<file path="config.mk">
export PLATFORM = sky130hd
export DESIGN_NAME = alu_unit_20
export DESIGN_NICKNAME = d
export VERILOG_FILES = /design/src/rtl/alu_unit_20_pkg.sv /design/src/rtl/alu_unit_20_seq_muldiv.sv /design/src/rtl/alu_unit_20.sv
export SDC_FILE = /design/constraint.sdc
export NUM_CORES = 1
export LEC_CHECK = 0
export BUFFER_PORTS_ARGS = -buffer_cell sky130_fd_sc_hd__buf_2
export CAP_MARGIN = 20
export CORE_ASPECT_RATIO = 1.2
export CORE_MARGIN = 2
export CORE_UTILIZATION = 35
export DETAILED_ROUTE_END_ITERATION = 6
export HOLD_SLACK_MARGIN = 0.1
export PLACE_DENSITY = 0.64
export SYNTH_ARGS = -nofsm -noshare
export SYNTH_HDL_FRONTEND = slang
export SYNTH_SLANG_ARGS = --single-unit
</file>
<file path="constraint.sdc">
create_clock -name clk -period 2.9 [get_ports clk]
set_clock_uncertainty 0.05 [all_clocks]
set_input_delay 0.29 -clock clk [delete_from_list [all_inputs] [get_ports clk]]
set_output_delay 0.29 -clock clk [all_outputs]
set_load 0.05 [all_outputs]
</file>
<file path="src/rtl/alu_unit_20_pkg.sv">
// Shared definitions for the 20-series ALU: operation codes, FSM states and
// the bit positions of the {Z, N, C, V} flag vector.
package alu_pkg_20;

  localparam logic [2:0] OP_ADD = 3'b000;
  localparam logic [2:0] OP_SUB = 3'b001;
  localparam logic [2:0] OP_MUL = 3'b010;
  localparam logic [2:0] OP_DIV = 3'b011;

  localparam int FLAG_Z = 3;
  localparam int FLAG_N = 2;
  localparam int FLAG_C = 1;
  localparam int FLAG_V = 0;

  typedef enum logic [1:0] {
    ST_IDLE = 2'd0,
    ST_CALC = 2'd1,
    ST_DONE = 2'd2
  } state_e;

  function automatic logic [3:0] make_flags(input logic z, input logic n,
                                            input logic c, input logic v);
    logic [3:0] f;
    f         = 4'b0000;
    f[FLAG_Z] = z;
    f[FLAG_N] = n;
    f[FLAG_C] = c;
    f[FLAG_V] = v;
    return f;
  endfunction

endpackage

</file>
<file path="src/rtl/alu_unit_20_seq_muldiv.sv">
// Iterative unsigned multiplier / restoring divider, one bit per step.
// Outputs show the value after the step being taken this cycle.
module seq_muldiv_20
  import alu_pkg_20::*;
#(
  parameter int WIDTH = 16
) (
  input  logic             clk,
  input  logic             reset,
  input  logic             load,
  input  logic             step,
  input  logic             is_div,
  input  logic [WIDTH-1:0] a,
  input  logic [WIDTH-1:0] b,
  output logic             last,
  output logic [WIDTH-1:0] prod_lo,
  output logic [WIDTH-1:0] prod_hi,
  output logic [WIDTH-1:0] quotient,
  output logic [WIDTH-1:0] remainder
);

  localparam int CW = $clog2(WIDTH + 1);

  // hi holds the upper product half or the partial remainder; lo holds the
  // multiplier bits still to consume or the dividend bits turning into quotient.
  logic [WIDTH-1:0] hi_q, hi_d;
  logic [WIDTH-1:0] lo_q, lo_d;
  logic [WIDTH-1:0] opnd_q, opnd_d;
  logic             div_q, div_d;
  logic [CW-1:0]    cnt_q, cnt_d;

  logic [WIDTH:0]   mul_sum;
  logic [WIDTH:0]   div_sh;
  logic             div_ge;
  logic [WIDTH-1:0] step_hi, step_lo;

  assign mul_sum = {1'b0, hi_q} + (lo_q[0] ? {1'b0, opnd_q} : '0);
  assign div_sh  = {hi_q, lo_q[WIDTH-1]};
  assign div_ge  = div_sh >= {1'b0, opnd_q};

  always_comb begin
    step_hi = '0;
    step_lo = '0;
    if (div_q) begin
      step_hi = div_ge ? (div_sh[WIDTH-1:0] - opnd_q) : div_sh[WIDTH-1:0];
      step_lo = {lo_q[WIDTH-2:0], div_ge};
    end else begin
      step_hi = mul_sum[WIDTH:1];
      step_lo = {mul_sum[0], lo_q[WIDTH-1:1]};
    end
  end

  always_comb begin
    hi_d   = hi_q;
    lo_d   = lo_q;
    opnd_d = opnd_q;
    div_d  = div_q;
    cnt_d  = cnt_q;
    if (load) begin
      hi_d   = '0;
      lo_d   = a;
      opnd_d = b;
      div_d  = is_div;
      cnt_d  = '0;
    end else if (step) begin
      hi_d  = step_hi;
      lo_d  = step_lo;
      cnt_d = cnt_q + CW'(1);
    end
  end

  always_ff @(posedge clk) begin
    if (reset) begin
      hi_q   <= '0;
      lo_q   <= '0;
      opnd_q <= '0;
      div_q  <= 1'b0;
      cnt_q  <= '0;
    end else begin
      hi_q   <= hi_d;
      lo_q   <= lo_d;
      opnd_q <= opnd_d;
      div_q  <= div_d;
      cnt_q  <= cnt_d;
    end
  end

  assign last      = step && (cnt_q == CW'(WIDTH - 1));
  assign prod_lo   = step_lo;
  assign prod_hi   = step_hi;
  assign quotient  = step_lo;
  assign remainder = step_hi;

endmodule

</file>
<file path="src/rtl/alu_unit_20.sv">
// Multi-cycle ALU: add/sub finish in one cycle, mul/div run WIDTH cycles.
// Handshake: start is taken only while busy=0; done pulses once with results.
module alu_unit_20
  import alu_pkg_20::*;
#(
  parameter int WIDTH = 16
) (
  input  logic             clk,
  input  logic             reset,
  input  logic             start,
  input  logic [2:0]       ALUControl,
  input  logic [WIDTH-1:0] a,
  input  logic [WIDTH-1:0] b,
  output logic             busy,
  output logic             done,
  output logic [WIDTH-1:0] result,
  output logic [WIDTH-1:0] remainder,
  output logic [3:0]       flags,
  output logic             err,
  output logic [1:0]       dbg_state
);

  state_e           state_q, state_d;
  logic [2:0]       op_q, op_d;
  logic [WIDTH-1:0] result_q, result_d;
  logic [WIDTH-1:0] rem_q, rem_d;
  logic [3:0]       flags_q, flags_d;
  logic             err_q, err_d;

  logic             accept;
  logic             iterative;
  logic [WIDTH:0]   add_full;
  logic [WIDTH-1:0] add_sum;
  logic [WIDTH-1:0] sub_diff;
  logic             md_last;
  logic [WIDTH-1:0] md_prod_lo, md_prod_hi, md_quot, md_rem;

  assign accept    = (state_q == ST_IDLE) && start;
  assign iterative = (ALUControl == OP_MUL) || ((ALUControl == OP_DIV) && (b != '0));
  assign add_full  = {1'b0, a} + {1'b0, b};
  assign add_sum   = add_full[WIDTH-1:0];
  assign sub_diff  = a - b;

  seq_muldiv_20 #(.WIDTH(WIDTH)) u_muldiv (
    .clk       (clk),
    .reset     (reset),
    .load      (accept && iterative),
    .step      (state_q == ST_CALC),
    .is_div    (ALUControl == OP_DIV),
    .a         (a),
    .b         (b),
    .last      (md_last),
    .prod_lo   (md_prod_lo),
    .prod_hi   (md_prod_hi),
    .quotient  (md_quot),
    .remainder (md_rem)
  );

  always_comb begin
    state_d  = state_q;
    op_d     = op_q;
    result_d = result_q;
    rem_d    = rem_q;
    flags_d  = flags_q;
    err_d    = err_q;
    case (state_q)
      ST_IDLE: begin
        if (accept) begin
          op_d = ALUControl;
          if (iterative) begin
            state_d = ST_CALC;
          end else begin
            // Single-cycle ops resolve here so results are visible in DONE.
            state_d = ST_DONE;
            rem_d   = '0;
            err_d   = 1'b0;
            case (ALUControl)
              OP_ADD: begin
                result_d = add_sum;
                flags_d  = make_flags(add_sum == '0, add_sum[WIDTH-1], add_full[WIDTH],
                                      (a[WIDTH-1] == b[WIDTH-1]) &&
                                      (add_sum[WIDTH-1] != a[WIDTH-1]));
              end
              OP_SUB: begin
                result_d = sub_diff;
                flags_d  = make_flags(sub_diff == '0, sub_diff[WIDTH-1], a < b,
                                      (a[WIDTH-1] != b[WIDTH-1]) &&
                                      (sub_diff[WIDTH-1] != a[WIDTH-1]));
              end
              OP_DIV: begin
                result_d = '1;
                rem_d    = a;
                err_d    = 1'b1;
                flags_d  = make_flags(1'b0, 1'b1, 1'b0, 1'b0);
              end
              default: begin
                result_d = '0;
                err_d    = 1'b1;
                flags_d  = make_flags(1'b1, 1'b0, 1'b0, 1'b0);
              end
            endcase
          end
        end
      end
      ST_CALC: begin
        if (md_last) begin
          state_d = ST_DONE;
          err_d   = 1'b0;
          if (op_q == OP_MUL) begin
            result_d = md_prod_lo;
            rem_d    = '0;
            flags_d  = make_flags(md_prod_lo == '0, md_prod_lo[WIDTH-1], 1'b0,
                                  md_prod_hi != '0);
          end else begin
            result_d = md_quot;
            rem_d    = md_rem;
            flags_d  = make_flags(md_quot == '0, md_quot[WIDTH-1], 1'b0, 1'b0);
          end
        end
      end
      ST_DONE: state_d = ST_IDLE;
      default: state_d = ST_IDLE;
    endcase
  end

  always_ff @(posedge clk) begin
    if (reset) begin
      state_q  <= ST_IDLE;
      op_q     <= '0;
      result_q <= '0;
      rem_q    <= '0;
      flags_q  <= '0;
      err_q    <= 1'b0;
    end else begin
      state_q  <= state_d;
      op_q     <= op_d;
      result_q <= result_d;
      rem_q    <= rem_d;
      flags_q  <= flags_d;
      err_q    <= err_d;
    end
  end

  assign busy      = (state_q != ST_IDLE);
  assign done      = (state_q == ST_DONE);
  assign result    = result_q;
  assign remainder = rem_q;
  assign flags     = flags_q;
  assign err       = err_q;
  assign dbg_state = state_q;

endmodule
</file>
Word-level counts from Yosys, hierarchy flattened --
Index checks and enable logic that the tools add are counted.
Word-level totals: register bits after elaboration 96, bits of input ports 38, output and inout port bits 41, word-level logic and storage cells 86
Cells by class: $add $sub $neg 5, $lt $le $gt $ge 2, equality and inequality tests 14, multiplexer cells 32, reductions and logical operators 22
Operator list (number):
- $mux W16 | 14
- $pmux W16 S2 | 2
- $logic_not A16 Y1 | 3
- $pmux W16 S3 | 1
- $reduce_bool A16 Y1 | 2
- $sub A16 B16 Y16 | 2
- $add A16 B16 Y17 | 1
- $add A16 B17 Y17 | 1
- $ge A17 B16 Y1 | 1
- $lt A16 B16 Y1 | 1
- $mux W4 | 3
- $pmux W4 S3 | 1
- $eq A3 B2 Y1 const B | 3
- $pmux W4 S2 | 1
- $logic_and A1 B1 Y1 | 6
- $mux W2 | 3
- $ne A2 B2 Y1 const B | 3
- $reduce_bool A2 Y1 | 3
- $add A5 B1 Y5 const B | 1
- $eq A5 B4 Y1 const B | 1
- $mux W1 | 5
- $pmux W2 S2 | 1
- $reduce_and A2 Y1 | 2
- $reduce_and A4 Y1 | 1
- 10 further kinds | 13

Depth between registers and ports, before layout --
Gate-level depths: netlist (run 1).
depth after elaboration 7, depth in mapped cells 15

By module --
Synthesis (run 1) repeated with hierarchy kept, for this count alone.
Second synthesis, totals: cells, all modules 1142, area total of the unflattened synthesis 8700.8 um^2
By module, submodules not included:
- seq_muldiv_20 | instances 1, cells each 588, area an instance 4554.4 um^2, seq. area each 1081.0 um^2
- alu_unit_20 | instances 1, cells each 554, area an instance 4146.5 um^2, seq. area each 820.8 um^2

Worst setup path after synthesis (run 1) --
Ideal clock, no wire load.
kind reg2reg, from reg u_muldiv.lo_q[0], to reg flags_q[0], in the netlist flags[0], arrival 2.929 ns, setup slack -0.195 ns, cell stages (with the launch flop) 13, buffers on the path 0, period minus slack after synthesis 3.095 ns, cells stage by stage dfxtp_1 -> and2_1 -> ha_1 -> fa_1 -> a211oi_1 -> o211ai_1 -> a21oi_1 -> o21ai_0 -> a2111oi_0 -> a211oi_1 -> nor4_1 -> nand4b_1 -> a41o_1
Between the ends: longest elaborated chain between the ends 7
RTL lines:
- start: declaration | RTL line alu_unit_20_seq_muldiv.sv:27 | logic [WIDTH-1:0] lo_q, lo_d;
- start signal: assignment | RTL line alu_unit_20_seq_muldiv.sv:81 | lo_q <= lo_d;
- $mux W16 | RTL line alu_unit_20_seq_muldiv.sv:37 | assign mul_sum = {1'b0, hi_q} + (lo_q[0] ? {1'b0, opnd_q} : '0);
- $add A16 B17 Y17 | RTL line alu_unit_20_seq_muldiv.sv:37
- $mux W16 | RTL line alu_unit_20_seq_muldiv.sv:44 | if (div_q) begin
- $reduce_bool A16 Y1 | RTL line alu_unit_20.sv:113 | md_prod_hi != '0);
- $mux W1 | RTL line alu_unit_20.sv:109 | if (op_q == OP_MUL) begin
- $mux W4 | RTL line alu_unit_20.sv:106 | if (md_last) begin
- $pmux W4 S2 | RTL line alu_unit_20.sv:66 | case (state_q)
- end signal: assignment | RTL line alu_unit_20.sv:139 | flags_q <= flags_d;
- end: declaration | RTL line alu_unit_20.sv:27 | logic [3:0] flags_q, flags_d;
No other way between the ends. The select of a mux whose other input is x is not followed. A chain may end at the register's enable or synchronous reset.

Final worst setup path (run 1) --
Ends and elaborated chain as after synthesis.

==> impl_metrics.py, run 1 <==
metrics = {
    "outcome": {
        "status": "finished with violations",
        "failed_checks": "setup timing",
    },
    "worst_setup_path": {
        "crit_required_ns": 3.09,
        "reg2reg_setup_slack_ns": -0.22,
        "crit_arrival_ns": 3.31,
        "crit_path_max_incr_delay_ns": 0.37,
        "rr_endpoint": "flags[0]",
        "slowest_stage": "fa_2",
        "crit_start": "u_muldiv.lo_q[0]",
        "cp_max_fo": 3,
        "crit_chain": "and2_4, ha_4, fa_2, a211oi_4, o211ai_1, a21oi_2, o21ai_2, xnor2_1, nor2_1, a31oi_1, nand4b_1, nor4_4, nand4b_1, a41o_1",
        "crit_top_cell": "nand4b_1",
        "rr_worst_depth": 14,
        "critPathKind": "reg2reg",
        "start_kind": "flip-flop",
        "regToRegStartpoint": "u_muldiv.lo_q[0]",
        "endpoint_kind": "flip-flop",
    },
    "synth": {
        "ys_types": 64,
        "syn_inst": 1060,
        "synthFlopType": "dfxtp_1",
        "syn-cell-area_um2": 7700,
        "synth_edf_count": 0,
        "synth_fp_nets": 1168,
        "seq_area_frac_synth_pct": 24.7,
        "postSynth.asyncResetShare_pct": 0,
        "ys_ff_latch": 95,
        "synth.avg_cell_area_um2": 7.27,
        "ys_warn_count": 0,
    },
    "cts": {
        "clk_path_buf_depth": 2,
        "htree_levels": 3,
        "clkTransAtPathRegs_ns": 0.07,
        "cts_tree": "yes",
        "cts_root_buf": "clkbuf_16",
        "clk_latency_ns": 0.35,
        "cts_num_sinks": 95,
        "numCtsBuffers": 9,
    },
    "floorplanning": {
        "core_area_um2": 21600,
        "fp-row-count": 59,
        "start_util_pct": 35.6,
        "io_pins": 79,
        "die_w_um": 139,
        "dieHeight_um": 166,
        "dieArea_um2": 23200,
    },
    "detailed_routing": {
        "via_per_inst": 5.47,
        "wire_per_inst_um": 18.0,
        "drt_pass1_iterations": 5,
        "drt_iter0_drc": 680,
        "wl_um": 28900,
        "postRouteAntennaNets": 0,
        "dr_total_vias": 8773,
        "drc": 0,
    },
    "timing": {
        "fmax_mhz": 321,
        "whs_ns": 0.187,
        "tightest_slew_ns": 0.627,
        "hold_viol": 0,
        "finalCritPeriodShare_pct": 107,
        "maxSlewViolCount": 0,
        "grt_setup_unrepaired": "true",
        "finalSetupViolCount": 6,
        "slew_headroom_pct": 58.2,
        "setup_slack_ns": -0.217,
        "fin_crit_ns": 3.12,
    },
    "power_and_ir_drop": {
        "p_int_mw": 2.91,
        "vdd.ir_drop.worst_uv": 279,
        "combPwrFrac_pct": 40.9,
        "p_per_area_nw_per_um2": 417,
        "p_leak_nw": 4.78,
        "switching_share_pct": 36.6,
        "pwr-share-clk_pct": 27.9,
        "p_switching_mw": 1.68,
        "seqPwrFrac_pct": 31.2,
    },
    "place": {
        "io_buffers": 78,
        "place_congestion": 0.971,
        "place_area_um2": 9930,
        "dp_slack_ns": -0.394,
        "dp_hpwl_um": 22300,
    },
    "job": {
        "max_cap_viol_count": 0,
    },
    "min_path": {
        "hold_end": "dbg_state[1]",
        "holdPathStages": 2,
        "hp-class": "in2reg",
        "hold_start": "reset",
    },
    "cells_and_area": {
        "syn_to_final_growth_pct": 42.7,
        "fill_cells": 2032,
        "nets": 1432,
        "final_util_pct": 50.8,
        "antenna_cells": 0,
        "fin_area_um2": 11000,
        "drive_gt1_share_pct": 34.9,
    },
    "grt": {
        "grt_pass1_wl_um": 44200,
        "antenna_found_initial": 0,
        "grt_pass1_vias": 8535,
        "grt_max_degree": 58,
        "gr-total-overflow": 0,
        "grt_usage_pct": 23.6,
    },
}
synthesized netlist by cell type, types with 17 or more instances:
cell type | instances | area (um2)
o211ai_1 | 18 | 135
o21ai_0 | 51 | 255
clkbuf_1 | 48 | 180
and2_1 | 17 | 106
xor2_1 | 19 | 166
a21oi_1 | 118 | 591
a211oi_1 | 21 | 158
nor3_1 | 41 | 205
dfxtp_1 | 95 | 1900
inv_1 | 54 | 203
xnor2_1 | 30 | 263
nand2_1 | 126 | 473
ha_1 | 66 | 826
nor2_1 | 133 | 499
a31oi_1 | 22 | 138
per-layer routing:
metal	up-vias	wire length, um	global-route usage (%)	share of wire [%]
met2	273	14600	43.2	51
met3	75	1140	2.16	3.9
met4	0	1430	11.3	4.9
met5	-	0	0	0
li1	4315	-	-	-
met1	4110	11700	27.5	40
worst max-delay path by stage:
| stage | cells after the start | endpoint |
|---|---|---|
| CTS | 14 | flags[0] |
| detailed placement | 16 | result[13] |
| global placement | 14 | flags[3] |
| floorplan | 12 | flags[0] |
| finish | 14 | flags[0] |
| global route | 14 | flags[0] |
cells in the final DEF (no fill, tap or decap), drive strengths merged, types with 5 or more instances in the layout:
cell,netlist,layout
a31oi,22,22
dfxtp,95,95
nand3,6,6
o21ai,55,55
nand2b,12,12
mux2,11,11
clkbuf,48,11
buf,12,313
nand2,126,126
o21a,8,8
nor4,9,9
or3,8,8
and2,17,17
a21o,12,12
o21bai,7,7
o211ai,18,18
a221oi,12,12
nor2b,9,9
inv,54,55
nor3,43,43
a211oi,22,22
mux2i,12,12
xnor2,30,30
ha,66,66
xor2,19,19
or2,5,5
nor2,133,133
nand4,8,8
a21oi,121,121
o221ai,6,6
kinds of logic after synthesis:
| group | share of synthesized area, % |
|---|---|
| flip-flops | 24.7 |
| AO/OA/AOI/OAI | 25.3 |
| adder cells (fa/ha/maj) | 11.8 |
| AND/OR/NAND/NOR | 23.6 |
| XOR/XNOR | 5.57 |
| buffers and inverters | 5.88 |
| multiplexers | 3.17 |
timing repair:
item / 4_1_cts / 5_1_grt
buffers inserted: 7 / 6
gates resized for setup: 51 / 89
endpoints found under the setup margin: 17 / 26
pin swaps: 34 / 43
hold buffers: 0 / 0
critical path: cells and delay by family (launching register included):
| kind | cells | cell delay [ns] |
|---|---|---|
| compound gates | 6 | 1.16 |
| simple gates | 5 | 0.79 |
| fa+ha+maj | 2 | 0.52 |
| flops | 1 | 0.33 |
| xor+xnor | 1 | 0.16 |
metrics by stage:
| step | total power [mW] | instances | TNS [ns] |
|---|---|---|---|
| after floorplan | 2.44 | 1060 | -0.0616 |
| after global placement | 3.11 | 1576 | -4.05 |
| after detailed placement | 3.12 | 1576 | -4.63 |
| after CTS | 4.45 | 1598 | -0.693 |
| after global routing | 4.79 | 1603 | -1.83 |
| final | 4.59 | 1603 | -0.602 |
state kept, by name (all words and copies together), names as in the netlist:
signal and cells:
u_muldiv.opnd_q 16, dbg_state 2, u_muldiv.cnt_q 5, result 15, u_muldiv.hi_q 16, err 1
flags 4, op_q 3, u_muldiv.lo_q 16, remainder 16, u_muldiv.div_q 1
area by class of cell:
| cell class | instances | area [um2] | area share, % |
|---|---|---|---|
| Multi-Input combinational cell | 850 | 6010 | 54.7 |
| Timing Repair Buffer | 313 | 2200 | 20.0 |
| Sequential cell | 95 | 1920 | 17.4 |
| Tap cell | 274 | 343 | 3.12 |
| Clock buffer | 11 | 253 | 2.30 |
| Inverter | 55 | 206 | 1.88 |
| Clock inverter | 5 | 63.8 | 0.580 |
power groups by stage:
stage	sequential [mW]	combinational (mW)	clock (mW)
3_3_place_gp	1.46	1.65	0
5_1_grt	1.44	2.01	1.34
6_report	1.43	1.88	1.28
4_1_cts	1.43	1.73	1.29
3_5_place_dp	1.46	1.67	0
2_1_floorplan	1.60	0.836	0
No activity file was read; power rests on OpenSTA's default activity.
==> inputs of run 2 (changes only) <==
--- a/config.mk
+++ b/config.mk
@@ -9,10 +9,10 @@
 export CAP_MARGIN = 20
 export CORE_ASPECT_RATIO = 1.2
 export CORE_MARGIN = 2
-export CORE_UTILIZATION = 35
+export CORE_UTILIZATION = 60
 export DETAILED_ROUTE_END_ITERATION = 6
 export HOLD_SLACK_MARGIN = 0.1
-export PLACE_DENSITY = 0.64
+export PLACE_DENSITY = 0.91
 export SYNTH_ARGS = -nofsm -noshare
 export SYNTH_HDL_FRONTEND = slang
 export SYNTH_SLANG_ARGS = --single-unit
==> constraint.sdc (replaced) <==
create_clock -name clk -period 3.6 [get_ports clk]
set_clock_uncertainty 0.05 [all_clocks]
set_input_delay 0.36 -clock clk [delete_from_list [all_inputs] [get_ports clk]]
set_output_delay 0.36 -clock clk [all_outputs]
set_load 0.05 [all_outputs]
==> run 2 against run 1 <==
  * Non-clock buffer count decreased by 204
  * Global-route usage rose by 11 points
  * The run now ends clean
  * Total power fell by 27%
  * Register-to-register slack gained 0.40 ns
  * Largest cell class unchanged
  * Count of clock-buffer cells in the layout down 2
  * Maximum frequency fell by 8.8%
  * Critical path type unchanged
  * Routed wire length shrank 18%
==> impl_metrics.py, run 2 (same netlist as run 1, synthesis figures left out) <==
metrics = {
    "outcome": {
        "status": "complete, no violations",
    },
    "detailed_routing": {
        "postRouteAntennaNets": 0,
        "wire_per_inst_um": 18.4,
        "met2_length_um": 11300,
        "drt_pass1_iterations": 5,
        "drc": 0,
        "m1WireLength_um": 8880,
        "via_per_inst": 6.41,
        "route.met3.wl_um": 2050,
        "drt_iter0_drc": 805,
        "highest_layer": "met4",
        "wl_um": 23700,
        "dr_total_vias": 8262,
    },
    "place": {
        "place_congestion": 1.03,
        "io_buffers": 78,
        "place_area_um2": 8280,
        "dp_hpwl_um": 18000,
        "dp_slack_ns": 0.0473,
    },
    "min_path": {
        "holdPathStages": 3,
        "hp-class": "in2reg",
    },
    "floorplanning": {
        "io_pins": 79,
        "dieArea_um2": 13800,
        "die_w_um": 107,
        "dieHeight_um": 128,
        "start_util_pct": 61.1,
        "core_area_um2": 12600,
        "fp-row-count": 45,
    },
    "power_and_ir_drop": {
        "p_per_area_nw_per_um2": 384,
        "switching_share_pct": 36.4,
        "p_int_mw": 2.12,
        "vdd.ir_drop.worst_uv": 240,
        "combPwrFrac_pct": 34.2,
        "seqPwrFrac_pct": 34.8,
        "p_switching_mw": 1.21,
        "p_leak_nw": 3.66,
        "pwr-share-clk_pct": 31.0,
    },
    "cts": {
        "clk_latency_ns": 0.35,
        "numCtsBuffers": 9,
        "cts_tree": "yes",
        "clk_path_buf_depth": 2,
        "cts_root_buf": "clkbuf_16",
        "clkTransAtPathRegs_ns": 0.07,
        "htree_levels": 3,
        "cts_num_sinks": 95,
    },
    "cells_and_area": {
        "final_util_pct": 68.8,
        "fin_area_um2": 8680,
        "antenna_cells": 0,
        "drive_gt1_share_pct": 14.4,
        "syn_to_final_growth_pct": 12.7,
        "final_cell_mix": "nor2_1 (133), nand2_1 (126), a21oi_1 (114)",
        "layout_commonest_cell": "nor2_1",
        "nets": 1228,
    },
    "grt": {
        "grt_usage_pct": 34.4,
        "grt_pass1_vias": 7794,
        "antenna_found_initial": 0,
        "grt_pass1_wl_um": 37600,
        "gr-total-overflow": 0,
        "grt_max_degree": 66,
    },
    "worst_setup_path": {
        "crit_arrival_ns": 3.61,
        "cp_max_fo": 12,
        "endpoint_kind": "flip-flop",
        "rr_worst_depth": 14,
        "crit_required_ns": 3.79,
        "start_kind": "flip-flop",
        "critPathKind": "reg2reg",
    },
    "timing": {
        "finalSetupViolCount": 0,
        "maxSlewViolCount": 0,
        "fin_crit_ns": 3.42,
        "tightest_slew_ns": 0.917,
        "grt_setup_unrepaired": "false",
        "slew_headroom_pct": 38.8,
        "finalCritPeriodShare_pct": 94.9,
        "setup_tns_ns": 0,
        "setup_slack_ns": 0.182,
        "fmax_mhz": 293,
        "hold_viol": 0,
    },
    "job": {
        "max_cap_viol_count": 0,
    },
}
[run 2: cell count changes in the layout (fill, tap and decap cells not counted), sizes merged]
cell      before  now
clkinvlp       1    2
inv           55   54
buf          313  109
clkbuf        11    9
clkinv         3    4
bufinv         1    2
[run 2: cell type report]
| type | count | area, um2 |
|---|---|---|
| multi-input cells | 850 | 5420 |
| clock buffers | 9 | 225 |
| inverters | 55 | 206 |
| flip-flops and latches | 95 | 1900 |
| repair buffers | 109 | 623 |
| fillers | 1020 | 3930 |
| well taps | 164 | 205 |
| clock inverters | 7 | 97.6 |
[run 2: worst paths after layout]
| check | from | endpoint | slack [ns] |
|---|---|---|---|
| max | u_muldiv.opnd_q[2] | flags[0] | 0.18 |
| min | b[1] | u_muldiv.opnd_q[1] | 0.26 |
| max reg2reg | u_muldiv.opnd_q[2] | flags[0] | 0.18 |
| min reg2reg | u_muldiv.cnt_q[1] | u_muldiv.cnt_q[1] | 0.42 |
[run 2: metrics by stage]
step	instances	total power, mW	hold WS (ns)
2_1_floorplan	1060	1.96	0.395
3_3_place_gp	1269	2.24	0.411
3_5_place_dp	1269	2.25	0.416
4_1_cts	1285	3.27	0.249
5_1_grt	1289	3.46	0.264
6_report	1289	3.33	0.257
[run 2: power by group through the flow]
stage	combinational, mW	sequential [mW]	clock, mW
5_1_grt	1.23	1.16	1.07
2_1_floorplan	0.673	1.29	0
4_1_cts	1.08	1.16	1.03
3_3_place_gp	1.06	1.18	0
3_5_place_dp	1.07	1.18	0
6_report	1.14	1.16	1.03
[run 2: worst max-delay path, cell delays in order, from the launching register on]
cell and delay [ns]:
dfxtp_1 0.39, inv_1 0.06, ha_1 0.34, and3_1 0.21, o21ai_1 0.15, a21oi_2 0.27
o21ai_4 0.12, a21o_1 0.23, buf_4 0.20, nand2_1 0.08, a31oi_1 0.23, nand4b_1 0.31
nor4_1 0.28, nand4b_1 0.14, a41o_1 0.24
[run 2: routing by layer]
metal / track usage [%] / up-vias
met4: 22.7 / 0
met1: 41.0 / 3794
li1: - / 3889
met2: 57.5 / 467
met5: 0 / -
met3: 4.63 / 112
[run 2: timing repair]
action	4_1_cts	5_1_grt
resized for setup	0	11
buffers inserted	0	4
setup endpoints to repair	0	6
hold buffers	0	0
